`src/rtl/pipelined_rca_pkg.sv`:
```
// Shared definitions for the pipelined ripple-carry adder/subtractor.
package pipelined_rca_pkg;

    localparam logic MODE_ADD = 1'b0;
    localparam logic MODE_SUB = 1'b1;

    // Legal when WIDTH splits into STAGES equal chunks of at least one bit.
    function automatic bit cfg_ok(input int unsigned width, input int unsigned stages);
        if (stages == 0) return 1'b0;
        return (width >= 2) && (width % stages == 0);
    endfunction

endpackage

```
`src/rtl/rca_chunk.sv`:
```
// Combinational CW-bit ripple chunk built from full-adder cells.
module rca_chunk #(
    parameter int unsigned CW = 4
) (
    input  logic [CW-1:0] a_i,
    input  logic [CW-1:0] b_i,
    input  logic          cin_i,
    output logic [CW-1:0] sum_o,
    output logic          cout_o,
    output logic          cmsb_o
);

    logic [CW:0] carry;

    assign carry[0] = cin_i;

    for (genvar i = 0; i < CW; i++) begin : g_fa
        assign sum_o[i]     = a_i[i] ^ b_i[i] ^ carry[i];
        assign carry[i + 1] = (a_i[i] & b_i[i]) | (carry[i] & (a_i[i] ^ b_i[i]));
    end

    assign cout_o = carry[CW];
    assign cmsb_o = carry[CW-1];

endmodule

```
`src/rtl/pipelined_rca.sv`:
```
// Pipelined ripple-carry adder/subtractor: one CW-bit chunk per stage, global stall.
module pipelined_rca
    import pipelined_rca_pkg::*;
#(
    parameter int unsigned WIDTH  = 16,
    parameter int unsigned STAGES = 4
) (
    input  logic             clk,
    input  logic             rst,
    input  logic             in_valid,
    output logic             in_ready,
    input  logic [WIDTH-1:0] a,
    input  logic [WIDTH-1:0] b,
    input  logic             c_in,
    input  logic             sub,
    output logic             out_valid,
    input  logic             out_ready,
    output logic [WIDTH-1:0] sum,
    output logic             c_out,
    output logic             overflow
);

    localparam int unsigned CW = WIDTH / STAGES;

    if (!cfg_ok(WIDTH, STAGES)) begin : g_bad_cfg
        $error("pipelined_rca: WIDTH must be >= 2 and divisible by STAGES >= 1");
    end

    logic              advance_c;
    logic [WIDTH-1:0]  b_eff_c;
    logic              cin_eff_c;

    logic [STAGES-1:0] vld_q;
    logic [STAGES-1:0] cy_q;
    logic [WIDTH-1:0]  res_q [STAGES];
    logic [WIDTH-1:0]  a_q   [STAGES];
    logic [WIDTH-1:0]  b_q   [STAGES];
    logic              ovf_q;

    logic [STAGES-1:0] src_v;
    logic [STAGES-1:0] src_cy;
    logic [WIDTH-1:0]  src_a   [STAGES];
    logic [WIDTH-1:0]  src_b   [STAGES];
    logic [WIDTH-1:0]  src_res [STAGES];

    logic [CW-1:0]     chunk_sum [STAGES];
    logic [STAGES-1:0] chunk_cout;
    logic [STAGES-1:0] chunk_cmsb;

    logic [WIDTH-1:0]  res_d [STAGES];
    logic [WIDTH-1:0]  a_d   [STAGES];
    logic [WIDTH-1:0]  b_d   [STAGES];
    logic              ovf_d;

    assign advance_c = !out_valid || out_ready;
    assign in_ready  = advance_c;

    // Subtract is a + ~b + ~c_in, so c_in acts as a borrow-in.
    always_comb begin
        b_eff_c   = b;
        cin_eff_c = c_in;
        if (sub == MODE_SUB) begin
            b_eff_c   = ~b;
            cin_eff_c = ~c_in;
        end
    end

    // Stage k consumes either the conditioned inputs or stage k-1's registers.
    always_comb begin
        src_v[0]   = in_valid;
        src_cy[0]  = cin_eff_c;
        src_a[0]   = a;
        src_b[0]   = b_eff_c;
        src_res[0] = '0;
        for (int unsigned k = 1; k < STAGES; k++) begin
            src_v[k]   = vld_q[k-1];
            src_cy[k]  = cy_q[k-1];
            src_a[k]   = a_q[k-1];
            src_b[k]   = b_q[k-1];
            src_res[k] = res_q[k-1];
        end
    end

    // Pending operand chunks are kept shifted down so the next chunk sits at bit 0.
    for (genvar k = 0; k < STAGES; k++) begin : g_stage
        rca_chunk #(
            .CW (CW)
        ) u_chunk (
            .a_i    (src_a[k][CW-1:0]),
            .b_i    (src_b[k][CW-1:0]),
            .cin_i  (src_cy[k]),
            .sum_o  (chunk_sum[k]),
            .cout_o (chunk_cout[k]),
            .cmsb_o (chunk_cmsb[k])
        );
    end

    // Lower stages leave chunk k of the partial result zero, so OR inserts it.
    always_comb begin
        for (int unsigned k = 0; k < STAGES; k++) begin
            res_d[k] = src_res[k] | (WIDTH'(chunk_sum[k]) << (k * CW));
            a_d[k]   = src_a[k] >> CW;
            b_d[k]   = src_b[k] >> CW;
        end
        ovf_d = chunk_cmsb[STAGES-1] ^ chunk_cout[STAGES-1];
    end

    // Data fields load only with a valid token so outputs stay 0 until the first result.
    always_ff @(posedge clk or posedge rst) begin
        if (rst) begin
            vld_q <= '0;
            cy_q  <= '0;
            ovf_q <= 1'b0;
            for (int unsigned k = 0; k < STAGES; k++) begin
                res_q[k] <= '0;
                a_q[k]   <= '0;
                b_q[k]   <= '0;
            end
        end else if (advance_c) begin
            vld_q <= src_v;
            for (int unsigned k = 0; k < STAGES; k++) begin
                if (src_v[k]) begin
                    res_q[k] <= res_d[k];
                    a_q[k]   <= a_d[k];
                    b_q[k]   <= b_d[k];
                    cy_q[k]  <= chunk_cout[k];
                end
            end
            if (src_v[STAGES-1]) begin
                ovf_q <= ovf_d;
            end
        end
    end

    assign out_valid = vld_q[STAGES-1];
    assign sum       = res_q[STAGES-1];
    assign c_out     = cy_q[STAGES-1];
    assign overflow  = ovf_q;

    logic unused_tail;
    assign unused_tail = ^{chunk_cmsb, a_q[STAGES-1], b_q[STAGES-1]};

endmodule
```
`config.mk`:
```
export PLATFORM = sky130hd
export DESIGN_NAME = pipelined_rca
export DESIGN_NICKNAME = d
export VERILOG_FILES = /design/src/rtl/pipelined_rca_pkg.sv /design/src/rtl/rca_chunk.sv /design/src/rtl/pipelined_rca.sv
export SDC_FILE = /design/constraint.sdc
export NUM_CORES = 1
export LEC_CHECK = 0
export ABC_AREA = 1
export BUFFER_PORTS_ARGS = -buffer_cell sky130_fd_sc_hd__buf_2
export CAP_MARGIN = 20
export CORE_MARGIN = 4
export CORE_UTILIZATION = 48
export CTS_CLUSTER_SIZE = 30
export DETAILED_ROUTE_END_ITERATION = 10
export PLACE_DENSITY_LB_ADDON = 0.2
export SLEW_MARGIN = 10
export SYNTH_ARGS = -nofsm -noshare
export SYNTH_HDL_FRONTEND = slang
export SYNTH_SLANG_ARGS = --single-unit
```
`constraint.sdc`:
```
create_clock -name clk -period 3.9 [get_ports clk]
set_input_delay 0.39 -clock clk [delete_from_list [all_inputs] [get_ports clk]]
set_output_delay 0.39 -clock clk [all_outputs]
set_load 0.005 [all_outputs]
```
# After elaboration in Yosys (flattened, before gate mapping)

Cells that the tools add are included.

Register bits after elaboration: 109
Word-level logic and storage cells: 110
Input port bits: 38
Output and inout bits: 20

Reductions and logical operators: 6
Multiplexer cells: 2
Bitwise logic cells: 86

Operators by type and width:

| cell               | count |
|---|---|
| $xor A1 B1 Y1      | 33 |
| $and A1 B1 Y1      | 32 |
| $mux W16           | 1 |
| $not A16 Y16       | 1 |
| $or A1 B1 Y1       | 16 |
| $or A16 B12 Y16    | 1 |
| $or A16 B16 Y16    | 1 |
| $or A4 B8 Y8       | 1 |
| $reduce_and A2 Y1  | 4 |
| $logic_not A1 Y1   | 1 |
| $logic_or A1 B1 Y1 | 1 |
| $mux W1            | 1 |
| $not A1 Y1         | 1 |

# Depth between registers and ports, before layout

Gate-level depths: netlist of the first run.

Word-level depth: 11
Depth in mapped cells: 12
Depth with buffers taken out: 12

# Cells and area by module

From an unflattened synthesis of the first run, not the netlist that was laid out.

Cells, all modules: 530
Area, all modules: 4539.4 um^2

Modules (own cells, without submodules):

| module        | area each (um^2) | seq. area each (um^2) | cells each | instances |
|---|---|---|---|---|
| pipelined_rca | 4098.9           | 2427.3                | 482        | 1 |
| rca_chunk     | 110.1            | 0.0                   | 12         | 4 |

# Least setup slack after synthesis of the first run

OpenSTA, ideal clock, no wires.

Kind: input port to flip-flop
Start point: input port sub
End point: register res_q[51] (netlist name)
Arrival time: 2.459 ns
Buffers on the path: 2
Setup time: 0.116 ns
Cell stages on the path: 11
Required time: 3.784 ns
Path slack: 1.324 ns
Cells stage by stage: buf_2 buf_2 xor2_1 fa_1 fa_1 inv_1 fa_1 inv_1 fa_1 nand3_1 nand2_1

RTL lines:

| what                            | RTL line             | source |
|---|---|---|
| from (decl)                     | pipelined_rca.sv:15  | `input logic sub,` |
| to (signal, indexed assignment) | pipelined_rca.sv:123 | `res_q[k] <= res_d[k];` |
| to (decl)                       | pipelined_rca.sv:35  | `logic [WIDTH-1:0] res_q [STAGES];` |

# Worst setup path after layout of the first run

Start point: register a_q[16] (netlist name)
End point: register res_q, in the netlist sum[15]

Longest elaborated chain between the ends: 9
Elaborated cells between the ends (all ways): 10
Those cells by class: bitwise: 10

Ends and longest elaborated chain:

| what                              | RTL line             | source |
|---|---|---|
| from (decl)                       | pipelined_rca.sv:36  | `logic [WIDTH-1:0] a_q [STAGES];` |
| from (signal, indexed assignment) | pipelined_rca.sv:124 | `a_q[k] <= a_d[k];` |
| $xor A1 B1 Y1                     | rca_chunk.sv:19      | `assign carry[i + 1] = (a_i[i] & b_i[i]) \| (carry[i] & (a_i[i] ^ b_i[i]));` |
| $and A1 B1 Y1                     | rca_chunk.sv:19      |  |
| $or A1 B1 Y1 *                    | rca_chunk.sv:19      |  |
| $and A1 B1 Y1 *                   | rca_chunk.sv:19      |  |
| $or A1 B1 Y1 *                    | rca_chunk.sv:19      |  |
| $and A1 B1 Y1 *                   | rca_chunk.sv:19      |  |
| $or A1 B1 Y1 *                    | rca_chunk.sv:19      |  |
| $xor A1 B1 Y1 *                   | rca_chunk.sv:18      | `assign sum_o[i] = a_i[i] ^ b_i[i] ^ carry[i];` |
| $or A16 B16 Y16 *                 | pipelined_rca.sv:101 | `res_d[k] = src_res[k] \| (WIDTH'(chunk_sum[k]) << (k * CW));` |

Every way passes the cells marked *; elsewhere a longest branch is shown, timed or not.
A chain may end at the register's enable or synchronous reset.

==> results_dict.tcl, run 1 <==
set metrics [dict create \
    run_status "finished, final reports clean" \
    dpl_cell_area_mm2 0.00478 \
    ordered_list_of_cells_on_the_worst_path "fa_1, inv_1, fa_1, inv_1, fa_1, inv_1, fa_1, nand3b_1, nand2_1" \
    synth_commonest_cells "243 x sky130_fd_sc_hd__nand2_1, 97 x sky130_fd_sc_hd__dfrtp_1, 73 x sky130_fd_sc_hd__nand3_1" \
    crit_path_max_fanout 2 \
    area_of_the_mapped_netlist_mm2 0.00453 \
    synth_fa_ha_area_share_pct 7.06 \
    tritoncts "built" \
    syn_area_per_cell_um2 8.70 \
    cts.repair_timing.setup_buffer_count 0 \
    std_cell_rows 35 \
    antenna_left 0 \
    root_buffer "sky130_fd_sc_hd__clkbuf_8" \
    finalWorstSetupSlack_ps 1630 \
    grt_start_max_net_pins 52 \
    insertedDiodeCount 0 \
    share_of_total_power_consumed_by_net_switching_pct 37.7 \
    via_per_inst 4.79 \
    grt_first_pass_wirelength_mm 14.7 \
    place_hpwl_mm 5.80 \
    yosys_register_bits 97 \
    gp_routability_congestion 0.732 \
    post-route-period-util_pct 58.3 \
    vias 3254 \
    cts.sink_count 97 \
    layout_cell_share_with_drive_strength_beyond_1_pct 13.9 \
    track_usage_pct 16.2 \
    crit_required_ps 4200 \
    initial_utilization_pct 49.3 \
    synthMuxAreaShare_pct 0 \
    portBuffers 57 \
    synth_top_family_by_area "simple AND/OR/NAND/NOR gates" \
    critPathMostFrequentCell "sky130_fd_sc_hd__fa_1" \
    crit_path_dat_ps 2570 \
    post_cts.resized_instances 0 \
    synth-simple-area-share_pct 30.1 \
    post_synth_num_cell_types 16 \
    pwr-share-seq_pct 51.6 \
    synth_compound_area_share_pct 0.331 \
    cell_internal_pwr_mw 2.07 \
    synthesis.instances 521 \
    finalSetupTns_ps 0 \
    rsz0062_at_grt "false" \
    synth-seq-area-share_pct 53.5 \
    ioPinCount 58 \
    critical-path-slowest-cell "sky130_fd_sc_hd__dfrtp_1" \
    setup-violations-final 0 \
    worst_slew_pin_slew_ps 914 \
    synth_enable_flop_cells 0 \
    cts_buffer_depth 2 \
    endpoint_kind "flip-flop" \
    netlist_top_cells_area "sky130_fd_sc_hd__dfrtp_1 54%, sky130_fd_sc_hd__nand2_1 20%, sky130_fd_sc_hd__nand3_1 8.1%, sky130_fd_sc_hd__fa_1 7.1%, sky130_fd_sc_hd__inv_1 3.5%" \
    vdd.ir_drop.worst_mv 0.221 \
    drc 0 \
    fraction_of_synthesis_flops_using_an_asynchronous_set_or_reset_pin_pct 100 \
    power.clock.fraction_pct 16.9 \
    finalNetCount 617 \
    detailedPlace.worstSlack_ps 1260 \
    synthMostInstantiatedCell "sky130_fd_sc_hd__nand2_1" \
    final_period_minus_worst_setup_slack_ps 2270 \
    power_density_mw_per_mm2 672 \
    report.final.slew_viol_count 0 \
    skew_ps 10.5 \
    global_route.overflow_total 0 \
    grt_antenna_before_repair 0 \
    max-cap-violations 0 \
    timing.hold.worst.class "primary input to async pin" \
    firstDrtPassIters 4 \
    worst_setup_hold_path_clk_slew_ps 90 \
    netlist.top_cell.by_area "sky130_fd_sc_hd__dfrtp_1" \
    synth-warning-count 0 \
    yosysTopAreaCellShare_pct 53.5 \
    drtIter0Drc 154 \
    synth_flop_cell "sky130_fd_sc_hd__dfrtp_1" \
    fp.dieH_um 105 \
    cts-htree-levels 3 \
    final.fill_count 931 \
    clk-insertion-delay-late_ps 360 \
    mappedNetlistNets 575 \
    totalWireLength_mm 8.22 \
    routedWlPerCell_um 12.1 \
    critical-path-max-stage-delay_ps 410 \
    cts_inserted_buffers 9 \
    fin_area_mm2 0.00495 \
    timing.fmax_mhz 440 \
    first_global_vias 3216 \
    syn_to_final_growth_pct 9.11 \
    die-area_mm2 0.0111 \
    p_leak_nw 2.82 \
    core_footprint_mm2 0.00920 \
    timing.slew.headroom_pct 38.9 \
    cts-hold-fix-buffers 0 \
    multiInputGateArea_mm2 0.00174 \
    worstSetupStartpointType "flip-flop" \
    seq_area_mm2 0.00243 \
    p_sw_mw 1.26 \
    post_synth_xor_area_fraction_pct 0.966 \
    combinational_cell_fraction_of_total_power_pct 31.5 \
    die_w_um 105 \
    timing_worst_setup_path_type "flip-flop to flip-flop" \
    finalHoldViolations 0 \
]
## area by class of cell
| cell class | instances | area share, % |
|---|---|---|
| inverter | 42 | 3.21 |
| clock inverter | 5 | 0.658 |
| multi-input combinational | 352 | 35.2 |
| timing repair buffer | 61 | 6.37 |
| clock buffer | 11 | 2.66 |
| tap | 111 | 2.81 |
| sequential | 97 | 49.1 |
## per-layer routing
| metal | vias to the layer above | part of all wire (%) | track usage [%] |
|---|---|---|---|
| li1 | 1674 | - | - |
| met1 | 1511 | 49 | 22.8 |
| met2 | 60 | 45 | 25.2 |
| met3 | 9 | 4.2 | 3.46 |
| met4 | 0 | 1.7 | 5.06 |
| met5 | - | 0 | 0 |
## worst paths after layout
path,start,end,slack (ps),depth (start not counted)
max reg2reg,a_q[16]$_DFFE_PP0P_,sum[15]$_DFFE_PP0P_,1630,9
min reg2reg,sum[9]$_DFFE_PP0P_,sum[9]$_DFFE_PP0P_,470,2
min,rst,sum[11]$_DFFE_PP0P_,180,2
min in group clk,a[14],a_d[38]$_DFFE_PP0P_,260,3
max in group asynchronous,rst,b_d[37]$_DFFE_PP0P_,2900,3
max,a_q[16]$_DFFE_PP0P_,sum[15]$_DFFE_PP0P_,1630,9
## worst max-delay path, delay by kind of cell (launching register included)
| kind | cells | cell delay [ps] |
|---|---|---|
| adder cells (fa/ha/maj) | 4 | 1330 |
| AND/OR/NAND/NOR | 2 | 250 |
| flip-flops | 1 | 410 |
| buffers and inverters | 3 | 220 |
## layout by cell type (no fill, tap or decap)
master                       netlist  layout
sky130_fd_sc_hd__inv_1            42      41
sky130_fd_sc_hd__fa_1             16      16
sky130_fd_sc_hd__nand2_1         243     243
sky130_fd_sc_hd__nand2_2           3       3
sky130_fd_sc_hd__buf_2            12      57
sky130_fd_sc_hd__clkbuf_1          1       2
sky130_fd_sc_hd__buf_4             5       4
sky130_fd_sc_hd__nand3b_1          9       9
sky130_fd_sc_hd__clkinvlp_4        0       3
sky130_fd_sc_hd__clkbuf_8          0       9
sky130_fd_sc_hd__xnor2_1           1       1
sky130_fd_sc_hd__nand3_1          73      73
sky130_fd_sc_hd__o21ai_0           1       1
sky130_fd_sc_hd__clkinv_2          0       3
sky130_fd_sc_hd__a21oi_1           2       2
sky130_fd_sc_hd__dfrtp_1          97      97
sky130_fd_sc_hd__xor2_1            4       4
## registers in the layout (all words and copies together), names as in the netlist
signal    count
sum          16
vld_q         4
overflow      1
b_q          12
a_q          12
cy_q          4
res_q        24
a_d          12
b_d          12
## power groups by stage
stage                     Clock, mW  Sequential [mW]  Combinational [mW]
after detailed placement          0             1.73                1.08
after global placement            0             1.72                1.04
final                         0.562             1.72                1.05
after global routing          0.623             1.78                1.27
after CTS                     0.586             1.71                1.08
after floorplan                   0             1.62               0.912
## through the flow
| step | cells | hold slack [ps] | util (%) | power (mW) |
|---|---|---|---|---|
| final | 679 | 182 | 53.8 | 3.33 |
| after CTS | 679 | 190 | 53.8 | 3.38 |
| after detailed placement | 663 | 455 | 52.0 | 2.81 |
| after global routing | 679 | 250 | 53.8 | 3.67 |
| after floorplan | 521 | 442 | - | 2.53 |
| after global placement | 663 | 449 | 52.0 | 2.76 |
## cell families (layout without fill, tap and decap cells)
kind of cell,count (synthesis),in the layout
fa+ha+maj,16,16
buf+inv,72,119
flops,97,97
compound gates,3,3
xor+xnor,5,5
simple gates,328,328
No activity file was read; power rests on OpenSTA's default activity.
==> inputs of run 2 (changes only) <==
--- a/config.mk
+++ b/config.mk
@@ -5,7 +5,7 @@
 export SDC_FILE = /design/constraint.sdc
 export NUM_CORES = 1
 export LEC_CHECK = 0
-export ABC_AREA = 1
+export ABC_AREA = 0
 export BUFFER_PORTS_ARGS = -buffer_cell sky130_fd_sc_hd__buf_2
 export CAP_MARGIN = 20
 export CORE_MARGIN = 4
==> constraint.sdc (replaced) <==
create_clock -name clk -period 2.4 [get_ports clk]
set_input_delay 0.24 -clock clk [delete_from_list [all_inputs] [get_ports clk]]
set_output_delay 0.24 -clock clk [all_outputs]
set_load 0.005 [all_outputs]
==> results_dict.tcl, run 2 <==
set metrics [dict create \
    run_status "finished with violations" \
    failed_checks "negative hold slack" \
    syn_area_per_cell_um2 14.4 \
    cts.repair_timing.setup_buffer_count 0 \
    timing.slew.headroom_pct 65.3 \
    placed_cells 453 \
    die_w_um 103 \
    skew_ps 14.6 \
    ioPinCount 58 \
    endpoint_kind "flip-flop" \
    largest-register "res_q" \
    syn_to_final_growth_pct 13.3 \
    layout.cells.non_filler 469 \
    global_route.overflow_total 0 \
    synth_enable_flop_cells 0 \
    finalHoldViolations 3 \
    post-route-period-util_pct 94.5 \
    finalSetupTns_ps 0 \
    p_leak_nw 2.26 \
    synth-seq-area-share_pct 56.5 \
    cts-htree-levels 3 \
    yosysTopAreaCellShare_pct 56.5 \
    tritoncts "built" \
    via_per_inst 4.98 \
    netlist.top_cell.by_area "sky130_fd_sc_hd__dfrtp_1" \
    worst_slew_pin_slew_ps 520 \
    finalNetCount 410 \
    totalWireLength_mm 7.00 \
    worstSetupStartpointType "flip-flop" \
    die-area_mm2 0.0105 \
    synth_commonest_cells "97 x sky130_fd_sc_hd__dfrtp_1, 56 x sky130_fd_sc_hd__mux2_2, 32 x sky130_fd_sc_hd__inv_1" \
    area_of_the_mapped_netlist_mm2 0.00430 \
    worst_setup_hold_path_clk_slew_ps 100 \
    drtIter0Drc 58 \
    final_period_minus_worst_setup_slack_ps 2270 \
    mappedNetlistNets 353 \
    grt_start_max_net_pins 98 \
    rsz0062_at_grt "false" \
    power.clock.fraction_pct 18.7 \
    yosys_register_bits 97 \
    p_sw_mw 1.90 \
    mostFrequentLayoutCells "97 x sky130_fd_sc_hd__dfrtp_1, 57 x sky130_fd_sc_hd__buf_2, 56 x sky130_fd_sc_hd__mux2_2" \
    crit_path_max_fanout 2 \
    power_density_mw_per_mm2 1260 \
    grt_first_pass_wirelength_mm 11.7 \
    routedWlPerCell_um 14.9 \
    setup-violations-final 0 \
    gp_routability_congestion 0.732 \
    antenna_left 0 \
    core_footprint_mm2 0.00872 \
    pwr-share-seq_pct 45.6 \
    drc 0 \
    std_cell_rows 34 \
    synth-warning-count 0 \
    cts_inserted_buffers 9 \
    portBuffers 57 \
    overall_power_mw 6.12 \
    netlist_top_cells_area "sky130_fd_sc_hd__dfrtp_1 56%, sky130_fd_sc_hd__mux2_2 15%, sky130_fd_sc_hd__fa_1 7.5%, sky130_fd_sc_hd__mux2_4 4.9%, sky130_fd_sc_hd__a21oi_1 3.0%" \
    hold-worst-slack_ps -10.5 \
    report.final.slew_viol_count 0 \
    cts_buffer_depth 2 \
    firstDrtPassIters 4 \
    final_core_utilization_pct 55.9 \
    timing.hold.worst.class "primary input to async pin" \
    final.fill_count 727 \
    layout_cell_share_with_drive_strength_beyond_1_pct 42.9 \
    initial_utilization_pct 49.3 \
    share_of_total_power_consumed_by_net_switching_pct 31.1 \
    clk-insertion-delay-late_ps 350 \
    crit_required_ps 2630 \
    vdd.ir_drop.worst_mv 0.417 \
    root_buffer "sky130_fd_sc_hd__clkbuf_8" \
    grt_antenna_before_repair 0 \
    fraction_of_synthesis_flops_using_an_asynchronous_set_or_reset_pin_pct 100 \
    synthMostInstantiatedCell "sky130_fd_sc_hd__dfrtp_1" \
    first_global_vias 2492 \
    cts-hold-fix-buffers 0 \
    synth_flop_cell "sky130_fd_sc_hd__dfrtp_1" \
    seq_area_mm2 0.00243 \
    place_hpwl_mm 4.82 \
    mostFrequentLayoutCell "sky130_fd_sc_hd__dfrtp_1" \
    track_usage_pct 14.6 \
    multiInputGateArea_mm2 0.00164 \
    insertedDiodeCount 0 \
    largest_register_ffs 24 \
    cell_internal_pwr_mw 4.22 \
    timing_worst_setup_path_type "flip-flop to flip-flop" \
    vias 2335 \
    fp.dieH_um 103 \
    timing.fmax_mhz 441 \
    synthesis.instances 299 \
    post_cts.resized_instances 0 \
    post_synth_num_cell_types 20 \
    max-cap-violations 0 \
    cts.sink_count 97 \
    combinational_cell_fraction_of_total_power_pct 35.7 \
    crit_path_dat_ps 2500 \
]
run 2: power by group through the flow:
stage	clock network [mW]	logic (mW)	registers [mW]
after floorplan	0	1.72	2.75
after global placement	0	2.14	2.82
after detailed placement	0	2.25	2.84
after CTS	1.17	2.25	2.81
after global routing	1.24	2.50	2.90
final	1.14	2.18	2.79
run 2: logic make-up after synthesis:
family | synth area share (%)
and+or+nand+nor | 1.69
AOI/OAI and AO/OA | 4.31
muxes | 20.7
adders and majority gates | 7.45
buffers and inverters | 5.68
DFF | 56.5
xor gates and xnor gates | 3.67
run 2: final cells by class:
class                           count  share of cell area [%]
Sequential cell                    97                    49.8
Multi-Input combinational cell    155                    33.7
Timing Repair Buffer               61                    6.73
Tap cell                          108                    2.77
Clock buffer                       10                    2.62
Inverter                           32                    2.54
Clock inverter                      6                    1.85
run 2: worst paths after layout:
kind	start	endpoint	slack, ps	cells past startpoint
max	a_q[16]$_DFFE_PP0P_	overflow$_DFFE_PP0P_	130	9
min	rst	a_d[17]$_DFFE_PP0P_	-10	3
max reg2reg	a_q[16]$_DFFE_PP0P_	overflow$_DFFE_PP0P_	130	9
min reg2reg	res_q[34]$_DFFE_PP0P_	res_q[18]$_DFFE_PP0P_	500	1
max in group asynchronous	rst	a_q[17]$_DFFE_PP0P_	1980	3
min in group clk	a[13]	a_d[37]$_DFFE_PP0P_	110	2
run 2: layer usage:
metal  routed length (um)  GRT usage [%]  up-vias
li1                     -              -     1101
met1                 3180           19.0     1186
met2                 3420           23.8       39
met3                  298           3.11        9
met4                  110           6.05        0
met5                    0              0        -
run 2: worst max-delay path: stages (launching register included):
cell and delay, ps:
sky130_fd_sc_hd__dfrtp_1 410, sky130_fd_sc_hd__fa_1 420, sky130_fd_sc_hd__inv_1 80, sky130_fd_sc_hd__fa_1 160, sky130_fd_sc_hd__inv_1 50, sky130_fd_sc_hd__fa_1 400
sky130_fd_sc_hd__inv_1 90, sky130_fd_sc_hd__fa_1 200, sky130_fd_sc_hd__xnor2_1 80, sky130_fd_sc_hd__mux2_2 260
run 2: metrics by stage:
| step | instance area, um^2 | hold slack [ps] | worst slack, ps |
|---|---|---|---|
| floorplan | 4330 | 379 | -36.9 |
| global placement | 4650 | 432 | 47.8 |
| detailed placement | 4650 | 427 | 3.37 |
| CTS | 4870 | 38.7 | 132 |
| global route | 4870 | 58.8 | 14.5 |
| finish | 4870 | -10.5 | 133 |
==> inputs of run 3 (changes only) <==
--- a/config.mk
+++ b/config.mk
@@ -8,8 +8,7 @@
 export ABC_AREA = 0
 export BUFFER_PORTS_ARGS = -buffer_cell sky130_fd_sc_hd__buf_2
 export CAP_MARGIN = 20
-export CORE_MARGIN = 4
-export CORE_UTILIZATION = 48
+export CORE_UTILIZATION = 25
 export CTS_CLUSTER_SIZE = 30
 export DETAILED_ROUTE_END_ITERATION = 10
 export PLACE_DENSITY_LB_ADDON = 0.2
==> constraint.sdc (replaced) <==
create_clock -name clk -period 2.4 [get_ports clk]
set_input_delay 0.24 -clock clk [delete_from_list [all_inputs] [get_ports clk]]
set_output_delay 0.24 -clock clk [all_outputs]
set_load 0.02 [all_outputs]
==> results_dict.tcl, run 3 (synthesized netlist as in run 2, its figures left out) <==
set metrics [dict create \
    finalHoldViolations 0 \
    post_cts.resized_instances 0 \
    pwr-share-seq_pct 42.1 \
    portBuffers 57 \
    hold-worst-slack_ps 53.8 \
    grt_antenna_before_repair 0 \
    std_cell_rows 47 \
    worstSetupStartpointType "flip-flop" \
    global_route.overflow_total 0 \
    timing.hold.worst.class "primary input to async pin" \
    cts.sink_count 97 \
    totalWireLength_mm 8.35 \
    timing.critical_path.max_delay_family "adder cells" \
    fp.dieH_um 133 \
    final_period_minus_worst_setup_slack_ps 2260 \
    crit_required_ps 2660 \
    crit_path_max_fanout 2 \
    power_density_mw_per_mm2 1300 \
    antenna_left 0 \
    via_per_inst 4.08 \
    mostFrequentLayoutCells "97 x sky130_fd_sc_hd__dfrtp_1, 57 x sky130_fd_sc_hd__buf_2, 56 x sky130_fd_sc_hd__mux2_2" \
    finalWorstSetupSlack_ps 142 \
    power.clock.fraction_pct 21.5 \
    combinational_cell_fraction_of_total_power_pct 36.3 \
    fin_area_mm2 0.00512 \
    clk-insertion-delay-late_ps 340 \
    tritoncts "built" \
    syn_to_final_growth_pct 19.2 \
    ioPinCount 58 \
    endpoint_kind "flip-flop" \
    p_sw_mw 2.18 \
    place_hpwl_mm 5.91 \
    critical-path-max-stage-delay_ps 420 \
    setup-violations-final 0 \
    wl_met2_mm 3.97 \
    largest_register_ffs 24 \
    skew_ps 6.87 \
    first_global_vias 2594 \
    worst_slew_pin_slew_ps 802 \
    critPathMostFrequentCell "sky130_fd_sc_hd__fa_1" \
    finalNetCount 413 \
    critical-path-slowest-cell "sky130_fd_sc_hd__fa_1" \
    r2r-end "sum[15]$_DFFE_PP0P_" \
    cp.depth 8 \
    mostFrequentLayoutCell "sky130_fd_sc_hd__dfrtp_1" \
    initial_utilization_pct 25.7 \
    critical_path.n_buffers_inverters 3 \
    track_usage_pct 10.3 \
    gp_routability_congestion 0.658 \
    layout_cell_share_with_drive_strength_beyond_1_pct 43.1 \
    overall_power_mw 6.68 \
    wl_met3_um 165 \
    share_of_total_power_consumed_by_net_switching_pct 32.6 \
    core_footprint_mm2 0.0167 \
    insertedDiodeCount 0 \
    ordered_list_of_cells_on_the_worst_path "fa_1, inv_1, fa_1, inv_1, fa_1, inv_1, fa_1, a31oi_1" \
    final.fill_count 1708 \
    cts.repair_timing.setup_buffer_count 0 \
    max-cap-violations 0 \
    root_buffer "sky130_fd_sc_hd__clkbuf_16" \
    routedWlPerCell_um 14.3 \
    drtIter0Drc 128 \
    largest-register "res_q" \
    die_w_um 133 \
    vias 2377 \
    cts_inserted_buffers 9 \
    finalSetupTns_ps 0 \
    multiInputGateArea_mm2 0.00164 \
    setup.reg_to_reg.worst_slack_ps 140 \
    die-area_mm2 0.0177 \
    p_leak_nw 2.31 \
    timing.fmax_mhz 443 \
    top_layer "met4" \
    cell_internal_pwr_mw 4.50 \
    drc 0 \
    drt-met1-wl_mm 4.05 \
    cts-hold-fix-buffers 0 \
    timing_worst_setup_path_type "flip-flop to flip-flop" \
    timing.slew.headroom_pct 46.5 \
    seq_area_mm2 0.00243 \
    vdd.ir_drop.worst_mv 0.475 \
    post-route-period-util_pct 94.1 \
    cts-htree-levels 3 \
    report.final.slew_viol_count 0 \
    dpl_cell_area_mm2 0.00483 \
    grt_start_max_net_pins 35 \
    run_status "finished, final reports clean" \
    crit_path_dat_ps 2510 \
    rsz0062_at_grt "false" \
    worstRegToRegCells 8 \
    worst_setup_hold_path_clk_slew_ps 60 \
    firstDrtPassIters 3 \
    grt_first_pass_wirelength_mm 13.9 \
    worst_r2r_startpoint "a_q[16]$_DFFE_PP0P_" \
    detailedPlace.worstSlack_ps 3.74 \
    cts_buffer_depth 2 \
]
run 3: cell count changes in the layout (fill, tap and decap cells not counted), sizes merged:
cell	before	now
buf	61	64
clkbuf	10	12
bufinv	2	1
clkinv	2	1
clkinvlp	2	1
inv	32	31
run 3: routing by layer:
metal / vias to the layer above / track usage [%]
li1: 1111 / -
met1: 1219 / 13.5
met2: 37 / 16.5
met3: 10 / 2.05
met4: 0 / 4.92
met5: - / 0
run 3: through the flow:
step | utilization [%] | std cells
floorplan | - | 299
CTS | 30.7 | 582
global route | 30.7 | 582
finish | 30.7 | 582
global placement | 28.9 | 568
detailed placement | 28.9 | 568
run 3: worst max path at each step:
| stage | slack (ps) | start | end |
|---|---|---|---|
| 5_1_grt | 10 | a_q[16]$_DFFE_PP0P_ | sum[15]$_DFFE_PP0P_ |
| 2_1_floorplan | -40 | sub | res_q[51]$_DFFE_PP0P_ |
| 3_3_place_gp | 30 | sub | res_q[51]$_DFFE_PP0P_ |
| 4_1_cts | 140 | a_q[16]$_DFFE_PP0P_ | sum[15]$_DFFE_PP0P_ |
| 3_5_place_dp | 4 | sub | res_q[51]$_DFFE_PP0P_ |
| 6_report | 140 | a_q[16]$_DFFE_PP0P_ | sum[15]$_DFFE_PP0P_ |
run 3: power groups by stage:
| stage | Clock, mW | Combinational, mW | Sequential [mW] |
|---|---|---|---|
| global placement | 0 | 2.42 | 2.85 |
| CTS | 1.49 | 2.50 | 2.84 |
| finish | 1.44 | 2.43 | 2.81 |
| detailed placement | 0 | 2.49 | 2.87 |
| global route | 1.56 | 2.72 | 2.93 |
| floorplan | 0 | 1.73 | 2.94 |
run 3: layout make-up:
cell class                      instances  share of cell area [%]
Clock inverter                          2                   0.757
Clock buffer                           12                    5.01
Sequential cell                        97                    47.4
Timing Repair Buffer                   64                    7.08
Tap cell                              220                    5.37
Inverter                               32                    2.42
Multi-Input combinational cell        155                    32.0
